--- src/rtl/rtc_display_loader.sv ---
// Per-frame RTC sweep: reads nine BCD registers over a req/ack port into a working
// buffer, then commits date, time and timer digits to the overlay in a single cycle.
module rtc_display_loader #(
  parameter int unsigned TIMEOUT = 255
) (
  input  logic        clk,
  input  logic        rst,
  input  logic        frame_start,
  input  logic        hold,
  output logic        rd_req,
  output logic [7:0]  rd_addr,
  input  logic        rd_ack,
  input  logic [7:0]  rd_data,
  output logic        busy,
  output logic        frame_done,
  output logic [23:0] fecha,
  output logic [23:0] hora,
  output logic [23:0] timer,
  output logic        err_timeout,
  output logic        err_bcd
);

  typedef enum logic [1:0] {IDLE, REQ, NEXT, COMMIT} state_t;

  localparam logic [7:0] TIMEOUT_C = 8'(TIMEOUT);
  localparam logic [3:0] LAST_IDX  = 4'd8;

  // Buffer slots: 0 sec, 1 min, 2 hour, 3 day, 4 month, 5 year, 6..8 timer sec/min/hour.
  function automatic logic [7:0] reg_addr(input logic [3:0] idx);
    case (idx)
      4'd0:    return 8'h21;
      4'd1:    return 8'h22;
      4'd2:    return 8'h23;
      4'd3:    return 8'h24;
      4'd4:    return 8'h25;
      4'd5:    return 8'h26;
      4'd6:    return 8'h41;
      4'd7:    return 8'h42;
      4'd8:    return 8'h43;
      default: return 8'h00;
    endcase
  endfunction

  function automatic logic bcd_ok(input logic [7:0] b);
    return (b[7:4] <= 4'd9) && (b[3:0] <= 4'd9);
  endfunction

  state_t      state_q, state_d;
  logic [3:0]  idx_q, idx_d;
  logic [7:0]  wait_q, wait_d;
  logic        rd_req_q, rd_req_d;
  logic [7:0]  rd_addr_q, rd_addr_d;
  logic        busy_q, busy_d;
  logic        done_q, done_d;
  logic [23:0] fecha_q, fecha_d;
  logic [23:0] hora_q, hora_d;
  logic [23:0] timer_q, timer_d;
  logic        err_to_q, err_to_d;
  logic        err_bcd_q, err_bcd_d;
  logic [7:0]  work_q [9];
  logic [7:0]  work_d [9];

  always_comb begin
    // NOTE: every signal gets its hold value first so no branch can leave one unassigned (no latches).
    state_d   = state_q;
    idx_d     = idx_q;
    wait_d    = wait_q;
    rd_addr_d = rd_addr_q;
    fecha_d   = fecha_q;
    hora_d    = hora_q;
    timer_d   = timer_q;
    err_to_d  = err_to_q;
    err_bcd_d = err_bcd_q;
    work_d    = work_q;
    done_d    = 1'b0;

    case (state_q)
      IDLE: begin
        if (frame_start && !hold) begin
          {work_d[2], work_d[1], work_d[0]} = hora_q;
          {work_d[3], work_d[4], work_d[5]} = fecha_q;
          {work_d[8], work_d[7], work_d[6]} = timer_q;
          idx_d   = 4'd0;
          wait_d  = 8'd0;
          state_d = REQ;
        end
      end
      REQ: begin
        // An ack arriving on the final allowed cycle still counts as a good read.
        if (rd_ack) begin
          if (bcd_ok(rd_data)) work_d[idx_q] = rd_data;
          else                 err_bcd_d     = 1'b1;
          state_d = NEXT;
        end else if (wait_q + 8'd1 == TIMEOUT_C) begin
          err_to_d = 1'b1;
          state_d  = NEXT;
        end else begin
          wait_d = wait_q + 8'd1;
        end
      end
      NEXT: begin
        wait_d = 8'd0;
        if (idx_q == LAST_IDX) begin
          state_d = COMMIT;
        end else begin
          idx_d   = idx_q + 4'd1;
          state_d = REQ;
        end
      end
      COMMIT: begin
        hora_d  = {work_q[2], work_q[1], work_q[0]};
        fecha_d = {work_q[3], work_q[4], work_q[5]};
        timer_d = {work_q[8], work_q[7], work_q[6]};
        done_d  = 1'b1;
        state_d = IDLE;
      end
      default: state_d = IDLE;
    endcase

    // Port-facing flags are derived from the next state so they are registered yet aligned.
    rd_req_d = (state_d == REQ);
    busy_d   = (state_d != IDLE);
    if (state_d == REQ) rd_addr_d = reg_addr(idx_d);
  end

  // NOTE: sequential state uses non-blocking assignments so all flops update from pre-edge values.
  always_ff @(posedge clk) begin
    if (!rst) begin
      state_q   <= IDLE;
      idx_q     <= 4'd0;
      wait_q    <= 8'd0;
      rd_req_q  <= 1'b0;
      rd_addr_q <= 8'h00;
      busy_q    <= 1'b0;
      done_q    <= 1'b0;
      fecha_q   <= 24'h0;
      hora_q    <= 24'h0;
      timer_q   <= 24'h0;
      err_to_q  <= 1'b0;
      err_bcd_q <= 1'b0;
    end else begin
      state_q   <= state_d;
      idx_q     <= idx_d;
      wait_q    <= wait_d;
      rd_req_q  <= rd_req_d;
      rd_addr_q <= rd_addr_d;
      busy_q    <= busy_d;
      done_q    <= done_d;
      fecha_q   <= fecha_d;
      hora_q    <= hora_d;
      timer_q   <= timer_d;
      err_to_q  <= err_to_d;
      err_bcd_q <= err_bcd_d;
    end
  end

  // NOTE: the working buffer is not reset; it is always reloaded from the committed outputs before use.
  always_ff @(posedge clk) begin
    work_q <= work_d;
  end

  assign rd_req      = rd_req_q;
  assign rd_addr     = rd_addr_q;
  assign busy        = busy_q;
  assign frame_done  = done_q;
  assign fecha       = fecha_q;
  assign hora        = hora_q;
  assign timer       = timer_q;
  assign err_timeout = err_to_q;
  assign err_bcd     = err_bcd_q;

endmodule
--- config.mk ---
export PLATFORM = sky130hd
export DESIGN_NAME = rtc_display_loader
export DESIGN_NICKNAME = d
export VERILOG_FILES = /design/src/rtl/rtc_display_loader.sv
export SDC_FILE = /design/constraint.sdc
export NUM_CORES = 1
export LEC_CHECK = 0
export ABC_AREA = 1
export BUFFER_PORTS_ARGS = -buffer_cell sky130_fd_sc_hd__buf_4
export CAP_MARGIN = 20
export CORE_UTILIZATION = 60
export CTS_BUF_LIST = sky130_fd_sc_hd__clkbuf_16
export CTS_CLUSTER_SIZE = 40
export DETAILED_ROUTE_END_ITERATION = 8
export PLACE_DENSITY = 0.83
export SETUP_SLACK_MARGIN = 0.2
export SLEW_MARGIN = 20
export SYNTH_ARGS = -nofsm -noshare
export SYNTH_HDL_FRONTEND = slang
export SYNTH_SLANG_ARGS = --single-unit
--- constraint.sdc ---
create_clock -name clk -period 4.9 [get_ports clk]
set_clock_uncertainty 0.05 [all_clocks]
set_input_delay 0 -clock clk [delete_from_list [all_inputs] [get_ports clk]]
set_output_delay 0 -clock clk [all_outputs]
set_load 0.05 [all_outputs]
==> reports/qor.json <==
{
  "overall_power": {"value": 3.05, "unit": "mW"},
  "n_antenna_cell": {"value": 0},
  "cellLeakagePower": {"value": 3.80, "unit": "nW"},
  "grt_pass1_vias": {"value": 5483},
  "top_fanout_value_on_the_critical_path": {"value": 51},
  "layout.nets": {"value": 955},
  "place_ws": {"value": 2.11, "unit": "ns"},
  "post-route-drc-count": {"value": 8},
  "timing.critical_path.cells": {"value": "inv_2 -> nor2_8 -> inv_4 -> nor2_4 -> o22ai_1 -> a21oi_1"},
  "tritoncts": {"value": "done"},
  "syn_area": {"value": 7260, "unit": "sq um"},
  "synthCells": {"value": 855},
  "min_period_over_period": {"value": 57.7, "unit": "%"},
  "seq_area": {"value": 4080, "unit": "sq um"},
  "clkPwrFrac": {"value": 39.0, "unit": "%"},
  "synth_top_flop_cell": {"value": "sky130_fd_sc_hd__dfxtp_1"},
  "syn-mean-instance-area": {"value": 8.49, "unit": "sq um"},
  "port_buffers": {"value": 94},
  "antenna_found_initial": {"value": 0},
  "achievable-frequency": {"value": 354, "unit": "MHz"},
  "synth_sequential_area_ratio": {"value": 56.2, "unit": "%"},
  "timing.final.max_slew_violations": {"value": 0},
  "synth_area_leaders": {"value": "sky130_fd_sc_hd__edfxtp_1, sky130_fd_sc_hd__dfxtp_1, sky130_fd_sc_hd__nor2_1"},
  "ff2ff_path_depth": {"value": 6},
  "cts.clk_slew.worst_paths": {"value": 0.06, "unit": "ns"},
  "grt_pass1_wl": {"value": 27.4, "unit": "mm"},
  "critical_path.startpoint_type": {"value": "flop"},
  "place_congestion": {"value": 0.845},
  "htree_num_levels": {"value": 4},
  "clock_latency_of_the_later_clocked_register_in_the_worst_skew_pair": {"value": 0.42, "unit": "ns"},
  "fp.dieArea": {"value": 12500, "unit": "sq um"},
  "floorplan.initialDensity": {"value": 62.5, "unit": "%"},
  "drive_above_1_share": {"value": 15.9, "unit": "%"},
  "top_level_ports": {"value": 98},
  "multi_input_area": {"value": 2530, "unit": "sq um"},
  "switching_share": {"value": 25.0, "unit": "%"},
  "cts.sink_count": {"value": 168},
  "drt-initial-drc-count": {"value": 654},
  "synth_top_area_share": {"value": 29.8, "unit": "%"},
  "post_cts.repair.setup_buffers": {"value": 0},
  "grt_overflow": {"value": 0},
  "row_count": {"value": 39},
  "status": {"value": "finished with violations"},
  "grt_max_degree": {"value": 99},
  "route.detailed.wl_per_inst": {"value": 15.9, "unit": "um"},
  "track_usage": {"value": 28.5, "unit": "%"},
  "core_region_area": {"value": 11600, "unit": "sq um"},
  "ys_ff_latch": {"value": 168},
  "vias_per_cell": {"value": 5.52},
  "violations_in_the_final_reports": {"value": "DRC"},
  "pwr_density_cell": {"value": 356, "unit": "nW/um^2"},
  "timing.final.setup_violations": {"value": 0},
  "die-width": {"value": 112, "unit": "um"},
  "setup-tns-final": {"value": 0, "unit": "ns"},
  "hold-path-cell-count": {"value": 5},
  "commonest_non_fill_non_tap_cells_in_the_layout": {"value": "sky130_fd_sc_hd__nor2_1, sky130_fd_sc_hd__inv_1, sky130_fd_sc_hd__o21ai_0"},
  "post-route-min-period": {"value": 2.83, "unit": "ns"},
  "pwr-share-comb": {"value": 9.6, "unit": "%"},
  "final_hold_viol_count": {"value": 0},
  "synth_top_cell_by_area": {"value": "sky130_fd_sc_hd__edfxtp_1"},
  "post_cts.resized_instances": {"value": 0},
  "kind_of_capture_point_of_the_worst_setup_path": {"value": "flop"},
  "number_of_max_cap_violations": {"value": 0},
  "tightestPinTransition": {"value": 1.11, "unit": "ns"},
  "synthArstFlopShare": {"value": 0, "unit": "%"},
  "die_h": {"value": 112, "unit": "um"},
  "worst_hold_check_path_type": {"value": "in2reg"},
  "synth-edff-count": {"value": 72},
  "filler_cell_count": {"value": 853},
  "routed_wirelength": {"value": 17.3, "unit": "mm"},
  "clockRootBuffer": {"value": "sky130_fd_sc_hd__clkbuf_16"},
  "timing.final.ws_setup": {"value": 2.07, "unit": "ns"},
  "drtPass1Iterations": {"value": 7},
  "vdd_ir_drop_max": {"value": 259, "unit": "uV"},
  "dpl.hpwl": {"value": 11.0, "unit": "mm"},
  "relative_contribution_of_sequential_cells_to_total_power": {"value": 51.4, "unit": "%"},
  "route.vias.total": {"value": 6013},
  "post_synth_num_cell_types": {"value": 35},
  "critical_path_cell_with_the_highest_stage_delay": {"value": "sky130_fd_sc_hd__a21oi_1"},
  "commonest_non_fill_non_tap_cell_in_the_layout": {"value": "sky130_fd_sc_hd__nor2_1"},
  "power_report.internal_total": {"value": 2.29, "unit": "mW"},
  "arrival": {"value": 2.83, "unit": "ns"},
  "critPathKind": {"value": "reg2reg"},
  "ys.warnings.count": {"value": 0},
  "total_switching_power": {"value": 0.761, "unit": "mW"},
  "holdBufCountCts": {"value": 6},
  "slew_headroom": {"value": 26.0, "unit": "%"},
  "area_growth_from_synthesis_to_final_layout": {"value": 17.9, "unit": "%"},
  "numCtsBuffers": {"value": 17},
  "crit_path_max_incr_delay": {"value": 0.75, "unit": "ns"},
  "critical_path_required": {"value": 4.90, "unit": "ns"},
  "drt.antenna.violating_nets": {"value": 0},
  "maximum_number_of_buffers_from_clock_root_to_sink": {"value": 2},
  "rsz0062_at_grt": {"value": "no"}
}
## flip-flops by register name, indices dropped and copies added (netlist names)
name,flops
frame_done,1
err_bcd,1
wait_q,8
work_q,72
busy,1
hora,24
rd_addr,5
timer,24
idx_q,4
err_timeout,1
fecha,24
rd_req,1
state_q,2
## worst max-delay path, delay by kind of cell, from the launching register on
family | cells | cell delay [ns]
flops | 1 | 0.45
simple gates | 2 | 0.65
buf+inv | 2 | 0.20
compound gates | 2 | 1.10
## worst paths after layout
check	from	endpoint	slack, ns
hold / removal	rd_data[3]	err_bcd	0.04
setup / recovery	state_q[0]	work_q[61]	2.07
hold reg to reg	err_timeout	err_timeout	0.41
setup reg to reg	state_q[0]	work_q[61]	2.07
## final cells by class
type | instances | share of cell area, %
clock buffer | 17 | 4.97
clock inverter | 15 | 1.13
inverter | 123 | 5.42
multi-input combinational | 521 | 29.5
sequential | 168 | 47.7
tap | 143 | 2.09
timing repair buffer | 103 | 9.21
## power groups by stage
stage / Sequential [mW] / Clock [mW] / Combinational [mW]
2_1_floorplan: 1.63 / 0 / 0.176
3_3_place_gp: 1.59 / 0 / 0.280
3_5_place_dp: 1.60 / 0 / 0.286
4_1_cts: 1.57 / 1.19 / 0.292
5_1_grt: 1.57 / 1.25 / 0.322
6_report: 1.57 / 1.19 / 0.294
## through the flow
step / area (sq um) / hold WS (ns) / instances / util [%]
floorplan: 7270 / 0.157 / 857 / -
global placement: 7980 / 0.267 / 1052 / 68.7
detailed placement: 7980 / 0.278 / 1052 / 68.7
CTS: 8560 / 0.0149 / 1090 / 73.7
global route: 8560 / 0.0550 / 1090 / 73.7
finish: 8560 / 0.0400 / 1090 / 73.7
## cells in the mapped netlist, types with 3 or more instances
library cell	instances
sky130_fd_sc_hd__inv_1	109
sky130_fd_sc_hd__buf_2	11
sky130_fd_sc_hd__nor3_1	41
sky130_fd_sc_hd__edfxtp_1	72
sky130_fd_sc_hd__nand3_1	17
sky130_fd_sc_hd__a21oi_1	84
sky130_fd_sc_hd__o21ai_1	8
sky130_fd_sc_hd__nor2_1	138
sky130_fd_sc_hd__buf_4	3
sky130_fd_sc_hd__clkbuf_1	31
sky130_fd_sc_hd__nand2_2	5
sky130_fd_sc_hd__nand4_1	6
sky130_fd_sc_hd__clkinv_1	5
sky130_fd_sc_hd__o21ai_0	99
sky130_fd_sc_hd__ha_1	8
sky130_fd_sc_hd__nor2_4	6
sky130_fd_sc_hd__dfxtp_1	96
sky130_fd_sc_hd__nand2_1	88
sky130_fd_sc_hd__inv_2	8
## routing by layer
metal  up-vias  part of all wire, %  GRT usage (%)
li1       2941                    -              -
met1      2714                   43           38.2
met3        48                  7.7           6.42
met4         0                  3.7           14.4
met2       310                   46           43.8
met5         -                    0              0
## cells by family after synthesis
group	after synthesis	share of synthesized area [%]
DFF	168	56.2
and+or+nand+nor	310	19.0
adders and majority gates	8	1.38
AOI/OAI and AO/OA	199	14.1
other	1	0.0516
xor gates and xnor gates	1	0.121
buffers and inverters	168	9.06
(Power assumes the default switching activity.)
